## config.mk

```make
export PLATFORM = sky130hd
export DESIGN_NAME = spi_peripheral_burst
export DESIGN_NICKNAME = d
export VERILOG_FILES = /design/src/rtl/spi_peripheral_burst.sv
export SDC_FILE = /design/constraint.sdc
export NUM_CORES = 1
export LEC_CHECK = 0
export BUFFER_PORTS_ARGS = -buffer_cell sky130_fd_sc_hd__buf_2
export CELL_PAD_IN_SITES_DETAIL_PLACEMENT = 1
export CELL_PAD_IN_SITES_GLOBAL_PLACEMENT = 2
export CORE_MARGIN = 2
export CORE_UTILIZATION = 36
export DETAILED_ROUTE_END_ITERATION = 10
export PLACE_DENSITY = 0.95
export SETUP_SLACK_MARGIN = 0.02
export SYNTH_ARGS = -nofsm -noshare
export SYNTH_HDL_FRONTEND = slang
export SYNTH_SLANG_ARGS = --single-unit
export TNS_END_PERCENT = 10
```

## constraint.sdc

```tcl
create_clock -name clk -period 3.3 [get_ports clk]
set_clock_uncertainty 0.1 [all_clocks]
set_input_delay 0.33 -clock clk [delete_from_list [all_inputs] [get_ports clk]]
set_output_delay 0.33 -clock clk [all_outputs]
set_load 0.05 [all_outputs]
```

## src/rtl/spi_peripheral_burst.sv

```systemverilog
// SPI peripheral with burst register access: one command word (rw + address) followed by any
// number of data words while spi_cs_n stays low. SPI pins are oversampled on clk.
module spi_peripheral_burst #(
  parameter int unsigned DATA_W      = 8,
  parameter int unsigned ADDR_W      = 7,
  parameter int unsigned SYNC_STAGES = 2
) (
  input  logic              clk,
  input  logic              rstb,
  input  logic              ena,
  input  logic              spi_clk,
  input  logic              spi_cs_n,
  input  logic              spi_mosi,
  output logic              spi_miso,
  output logic              spi_miso_oe,
  input  logic              cpol,
  input  logic              cpha,
  input  logic              auto_inc,
  input  logic [ADDR_W:0]   status,
  output logic [ADDR_W-1:0] addr,
  output logic              wr_rdn,
  output logic              we,
  output logic [DATA_W-1:0] wdata,
  output logic              re,
  input  logic [DATA_W-1:0] rdata,
  output logic              frame_active,
  output logic              frame_err
);

  localparam int unsigned CMD_W = ADDR_W + 1;
  localparam int unsigned TX_W  = (CMD_W > DATA_W) ? CMD_W : DATA_W;
  localparam int unsigned CNT_W = $clog2(TX_W + 1);
  localparam logic [CNT_W-1:0] CmdLast  = CNT_W'(CMD_W - 1);
  localparam logic [CNT_W-1:0] DataLast = CNT_W'(DATA_W - 1);

  typedef enum logic [1:0] {StIdle, StCmd, StWdata, StRdata} state_e;

  state_e state_q, state_d;

  logic [SYNC_STAGES-1:0] sclk_sync_q, sclk_sync_d;
  logic [SYNC_STAGES-1:0] cs_sync_q, cs_sync_d;
  logic [SYNC_STAGES-1:0] mosi_sync_q, mosi_sync_d;
  logic                   sclk_prev_q, sclk_prev_d;
  logic                   cs_prev_q, cs_prev_d;

  logic sclk_s, cs_s, mosi_s;
  logic sclk_rise, sclk_fall, cs_rise, cs_fall;
  logic lead_edge, trail_edge, sample, change;

  logic              cpol_q, cpol_d;
  logic              cpha_q, cpha_d;
  logic              auto_inc_q, auto_inc_d;
  logic [CNT_W-1:0]  bit_cnt_q, bit_cnt_d;
  logic [TX_W-2:0]   rx_q, rx_d;
  logic [TX_W-1:0]   rx_shift;
  logic [TX_W-1:0]   tx_q, tx_d;
  logic [DATA_W-1:0] pend_q, pend_d;
  logic [DATA_W-1:0] wdata_q, wdata_d;
  logic [ADDR_W-1:0] addr_q, addr_d;
  logic              wr_rdn_q, wr_rdn_d;
  logic              we_q, we_d;
  logic              re_q, re_d;
  logic              cap_q, cap_d;
  logic              active_q, active_d;
  logic              oe_q, oe_d;
  logic              err_q, err_d;

  assign sclk_s = sclk_sync_q[SYNC_STAGES-1];
  assign cs_s   = cs_sync_q[SYNC_STAGES-1];
  assign mosi_s = mosi_sync_q[SYNC_STAGES-1];

  assign sclk_rise = sclk_s & ~sclk_prev_q;
  assign sclk_fall = ~sclk_s & sclk_prev_q;
  assign cs_rise   = cs_s & ~cs_prev_q;
  assign cs_fall   = ~cs_s & cs_prev_q;

  assign lead_edge  = cpol_q ? sclk_fall : sclk_rise;
  assign trail_edge = cpol_q ? sclk_rise : sclk_fall;
  // cs_rise implies cs_s high, so end of frame always beats a coincident sample edge.
  assign sample = (state_q != StIdle) & ~cs_s & (cpha_q ? trail_edge : lead_edge);
  assign change = (state_q != StIdle) & ~cs_s & (cpha_q ? lead_edge : trail_edge);

  assign rx_shift = {rx_q, mosi_s};

  always_comb begin
    sclk_sync_d = {sclk_sync_q[SYNC_STAGES-2:0], spi_clk};
    cs_sync_d   = {cs_sync_q[SYNC_STAGES-2:0], spi_cs_n};
    mosi_sync_d = {mosi_sync_q[SYNC_STAGES-2:0], spi_mosi};
    sclk_prev_d = sclk_s;
    cs_prev_d   = cs_s;

    state_d    = state_q;
    cpol_d     = cpol_q;
    cpha_d     = cpha_q;
    auto_inc_d = auto_inc_q;
    bit_cnt_d  = bit_cnt_q;
    rx_d       = rx_q;
    tx_d       = tx_q;
    pend_d     = pend_q;
    wdata_d    = wdata_q;
    addr_d     = addr_q;
    wr_rdn_d   = wr_rdn_q;
    we_d       = 1'b0;
    re_d       = 1'b0;
    cap_d      = re_q;
    active_d   = active_q;
    oe_d       = oe_q;
    err_d      = 1'b0;

    // Register bank returns rdata the clk after re.
    if (cap_q) pend_d = rdata;
    if (we_q && auto_inc_q) addr_d = addr_q + ADDR_W'(1);

    if (state_q == StIdle) begin
      if (cs_fall) begin
        state_d    = StCmd;
        cpol_d     = cpol;
        cpha_d     = cpha;
        auto_inc_d = auto_inc;
        bit_cnt_d  = '0;
        rx_d       = '0;
        pend_d     = '0;
        tx_d       = TX_W'(status) << (TX_W - CMD_W);
        active_d   = 1'b1;
        oe_d       = 1'b1;
      end
    end else if (cs_rise) begin
      state_d  = StIdle;
      active_d = 1'b0;
      oe_d     = 1'b0;
      tx_d     = '0;
      err_d    = (bit_cnt_q != '0);
    end else begin
      if (sample) begin
        rx_d      = rx_shift[TX_W-2:0];
        bit_cnt_d = bit_cnt_q + CNT_W'(1);
        case (state_q)
          StCmd: begin
            if (bit_cnt_q == CmdLast) begin
              addr_d    = rx_shift[ADDR_W-1:0];
              wr_rdn_d  = rx_shift[CMD_W-1];
              bit_cnt_d = '0;
              state_d   = rx_shift[CMD_W-1] ? StWdata : StRdata;
              re_d      = ~rx_shift[CMD_W-1];
            end
          end
          StWdata: begin
            if (bit_cnt_q == DataLast) begin
              wdata_d   = rx_shift[DATA_W-1:0];
              we_d      = 1'b1;
              bit_cnt_d = '0;
            end
          end
          StRdata: begin
            if (bit_cnt_q == DataLast) begin
              addr_d    = addr_q + ADDR_W'(auto_inc_q);
              re_d      = 1'b1;
              bit_cnt_d = '0;
            end
          end
          default: ;
        endcase
      end
      // A change edge at bit_cnt 0 is a word boundary for both CPHA settings.
      if (change) begin
        if (bit_cnt_q != '0) begin
          tx_d = tx_q << 1;
        end else begin
          case (state_q)
            StRdata: tx_d = TX_W'(pend_q) << (TX_W - DATA_W);
            StWdata: tx_d = '0;
            default: tx_d = tx_q;
          endcase
        end
      end
    end
  end

  always_ff @(posedge clk) begin
    if (!rstb) begin
      state_q <= StIdle;
    end else if (ena) begin
      state_q <= state_d;
    end
  end

  always_ff @(posedge clk) begin
    if (!rstb) begin
      sclk_sync_q <= '0;
      cs_sync_q   <= '0;
      mosi_sync_q <= '0;
      sclk_prev_q <= 1'b0;
      cs_prev_q   <= 1'b0;
      cpol_q      <= 1'b0;
      cpha_q      <= 1'b0;
      auto_inc_q  <= 1'b0;
      bit_cnt_q   <= '0;
      rx_q        <= '0;
      tx_q        <= '0;
      pend_q      <= '0;
      wdata_q     <= '0;
      addr_q      <= '0;
      wr_rdn_q    <= 1'b0;
      we_q        <= 1'b0;
      re_q        <= 1'b0;
      cap_q       <= 1'b0;
      active_q    <= 1'b0;
      oe_q        <= 1'b0;
      err_q       <= 1'b0;
    end else if (ena) begin
      sclk_sync_q <= sclk_sync_d;
      cs_sync_q   <= cs_sync_d;
      mosi_sync_q <= mosi_sync_d;
      sclk_prev_q <= sclk_prev_d;
      cs_prev_q   <= cs_prev_d;
      cpol_q      <= cpol_d;
      cpha_q      <= cpha_d;
      auto_inc_q  <= auto_inc_d;
      bit_cnt_q   <= bit_cnt_d;
      rx_q        <= rx_d;
      tx_q        <= tx_d;
      pend_q      <= pend_d;
      wdata_q     <= wdata_d;
      addr_q      <= addr_d;
      wr_rdn_q    <= wr_rdn_d;
      we_q        <= we_d;
      re_q        <= re_d;
      cap_q       <= cap_d;
      active_q    <= active_d;
      oe_q        <= oe_d;
      err_q       <= err_d;
    end
  end

  assign spi_miso     = tx_q[TX_W-1];
  assign spi_miso_oe  = oe_q;
  assign addr         = addr_q;
  assign wr_rdn       = wr_rdn_q;
  assign we           = we_q;
  assign wdata        = wdata_q;
  assign re           = re_q;
  assign frame_active = active_q;
  assign frame_err    = err_q;

endmodule
```

==> impl_metrics.ini <==
[die]
die_h_um = 96.86
std_cell_rows = 33
core_area_sq_um = 8299
io_pins = 47
die_w_um = 96.86
dieArea_sq_um = 9382
initial_utilization_pct = 37.40

[sta]
slew_viol_final = 0
min_period_ns = 2.948
hold_violations = 0
fin_crit_sh_pct = 89.34
fin_setup_tns_ns = 0
worst_pin_slew_ns = 1.157
slew-limit-headroom_pct = 22.54
whs_ns = 0.1195
grt_setup_unrepaired = false
max_freq_mhz = 339.2
timing.final.ws_setup_ns = 0.3518
setup_viol_count_final = 0

[logic_synthesis]
ys_ff_latch = 61
yosysSeqAreaShare_pct = 39.34
synth_cells = 376
ys_top_cells_by_area = dfxtp_1 39%, a21oi_1 7.1%, mux2i_1 5.5%
avgSynthCellArea_sq_um = 8.256
synth_top_area_share_pct = 39.34
synth_cell_type_count = 45
syn_nets = 410
yosys.area.top_type = dfxtp_1
synth_edf_count = 0
synthFlopType = dfxtp_1
synth_common_cells = 61 x dfxtp_1, 44 x a21oi_1, 42 x nand2_1, 23 x nand3_1, 23 x nor2_1
postSynth.asyncResetShare_pct = 0
synth_most_common_cell = dfxtp_1
netlist_area_sq_um = 3104
synth_warnings = 0

[setup_path]
worst_setup_path_end_kind = register
crit_path_max_fanout = 17
reg2reg_slack_ns = 0.35
worst_path_max_delay_cell = a31oi_2
r2r_end = tx_q[5]
crit_chain = inv_1 > ha_1 > inv_1 > o21ai_1 > a31oi_2 > a21oi_1 > a311oi_1
crit_required_ns = 3.44
worstSetupPathType = reg2reg
worst-r2r-cell-count = 7
critPathLaunchType = register
cp_num_cells = 7
crit_path_frequent_cell = inv_1
path_buf_inv = 2
cpPeakStageDelay_ns = 0.67
crit_family = compound AO/OA/AOI/OAI gates
r2r_start = state_q[0]
arrival_ns = 3.08

[cells_and_area]
multi_input_area_sq_um = 1738
regArea_sq_um = 1221
layout.cells.non_filler = 522
nets = 446
stdcell_area_sq_um = 3603
area_growth_pct = 16.08
layout-drive-gt1-share_pct = 17.51
fillCellCount = 996
utilization_pct = 43.42
antennaDiodeCount = 0

[detailed_routing]
drt_iter0_drc = 127
met1_length_um = 4172
routedWlPerCell_um = 16.33
ant_nets = 0
via_count = 2832
wl_met2_um = 3941
drc = 0
wl_met3_um = 296
vias_per_cell = 5.425
dr.pass1.iters = 4
highest_layer = met4
routed_wl_um = 8526

[clock_network]
htree_levels = 3
ctsResizeCount = 0
insertion_delay_ns = 0.34
cts_setup_buffers = 0
numCtsBuffers = 9
tritoncts = done
clockBufferDepth = 2
root_buffer = clkbuf_8
hold_buffers = 0
clock_sinks = 61
path_clk_slew_ns = 0.08

[run]
cap_violations = 0

[power_and_ir_drop]
finalPower_mw = 1.598
peakVddDrop_v = 0.0001965
power_density_nw_per_um2 = 443.5
leakagePower_nw = 1.367

[placement]
place_inst = 506
port_buffers = 46
hpwl_um = 5891
gp_congestion = 0.7923
place_ws_ns = 0.5042
place_area_sq_um = 3381

[global_route]
grt_max_degree = 49
grt_pass1_wl_um = 14570
grt_use_total_pct = 18.85
grt_overflow = 0
antenna_found_initial = 0
grt_pass1_vias = 3013

[hold_path]
hold_class = in2reg
min_to = cpol_q
hold_depth = 3
hold_start = cpol

[run_status]
status = complete, no violations
==> tightest hold or removal path, cell delays in order <==
cell and delay [ns]:
buf_2 0.07, mux2i_1 0.06, nor2_1 0.07
==> cell type report <==
cell class	instances	share of cell area, %
repair buffers	50	7.222
well taps	105	3.646
multi-input cells	282	48.23
inverters	8	0.8333
clock buffers	9	3.438
flip-flops and latches	61	33.89
clock inverters	7	2.743
==> cell families after synthesis <==
kind of cell | after synthesis | synth area share (%)
AND/OR/NAND/NOR | 140 | 23.10
AO/OA/AOI/OAI | 108 | 21.16
flip-flops | 61 | 39.34
buffers and inverters | 33 | 4.676
multiplexers | 20 | 6.691
adder cells (fa/ha/maj) | 9 | 3.628
XOR/XNOR | 5 | 1.411
==> layer usage <==
layer | track usage [%] | up-vias
li1 | - | 1418
met1 | 24.81 | 1365
met2 | 30.61 | 40
met3 | 4.408 | 9
met4 | 5.959 | 0
met5 | 0 | -
==> power breakdown <==
part | internal [mW] | switching [mW] | total [mW]
clock | 0.429 | 0.325 | 0.754
sequential | 0.744 | 0.00892 | 0.753
combinational | 0.0328 | 0.0583 | 0.0911
total | 1.21 | 0.392 | 1.60
==> cell usage in the layout, fill, tap and decap left out, types with 5 or more instances in the layout <==
master,synthesis,routed
ha_1,9,9
nor2_1,23,23
nor2b_1,12,12
dfxtp_1,61,61
o21ai_0,22,22
nand2_1,42,42
buf_2,2,46
a22oi_1,8,8
a311oi_1,10,10
a31oi_1,5,5
nand2b_1,11,11
nand3b_1,7,7
inv_1,8,8
nand3_1,23,23
clkbuf_8,0,9
a21oi_1,44,44
mux2i_1,17,17
==> how the worst max path moves through the flow <==
stage / startpoint / endpoint / slack [ns]
2_1_floorplan: state_q[0] / addr[0] / 1.16
3_3_place_gp: state_q[0] / tx_q[3] / 0.70
3_5_place_dp: state_q[0] / tx_q[0] / 0.50
4_1_cts: state_q[0] / tx_q[5] / 0.38
5_1_grt: state_q[0] / tx_q[5] / 0.1
6_report: state_q[0] / tx_q[5] / 0.35
==> registers in the layout, indices dropped and copies added (netlist names), 2 cells and up <==
signal       flops
bit_cnt_q        4
rx_q             7
tx_q             8
addr             7
state_q          2
sclk_sync_q      2
wdata            8
pend_q           8
mosi_sync_q      2
cs_sync_q        2
Power figures use the tool's default switching activity.
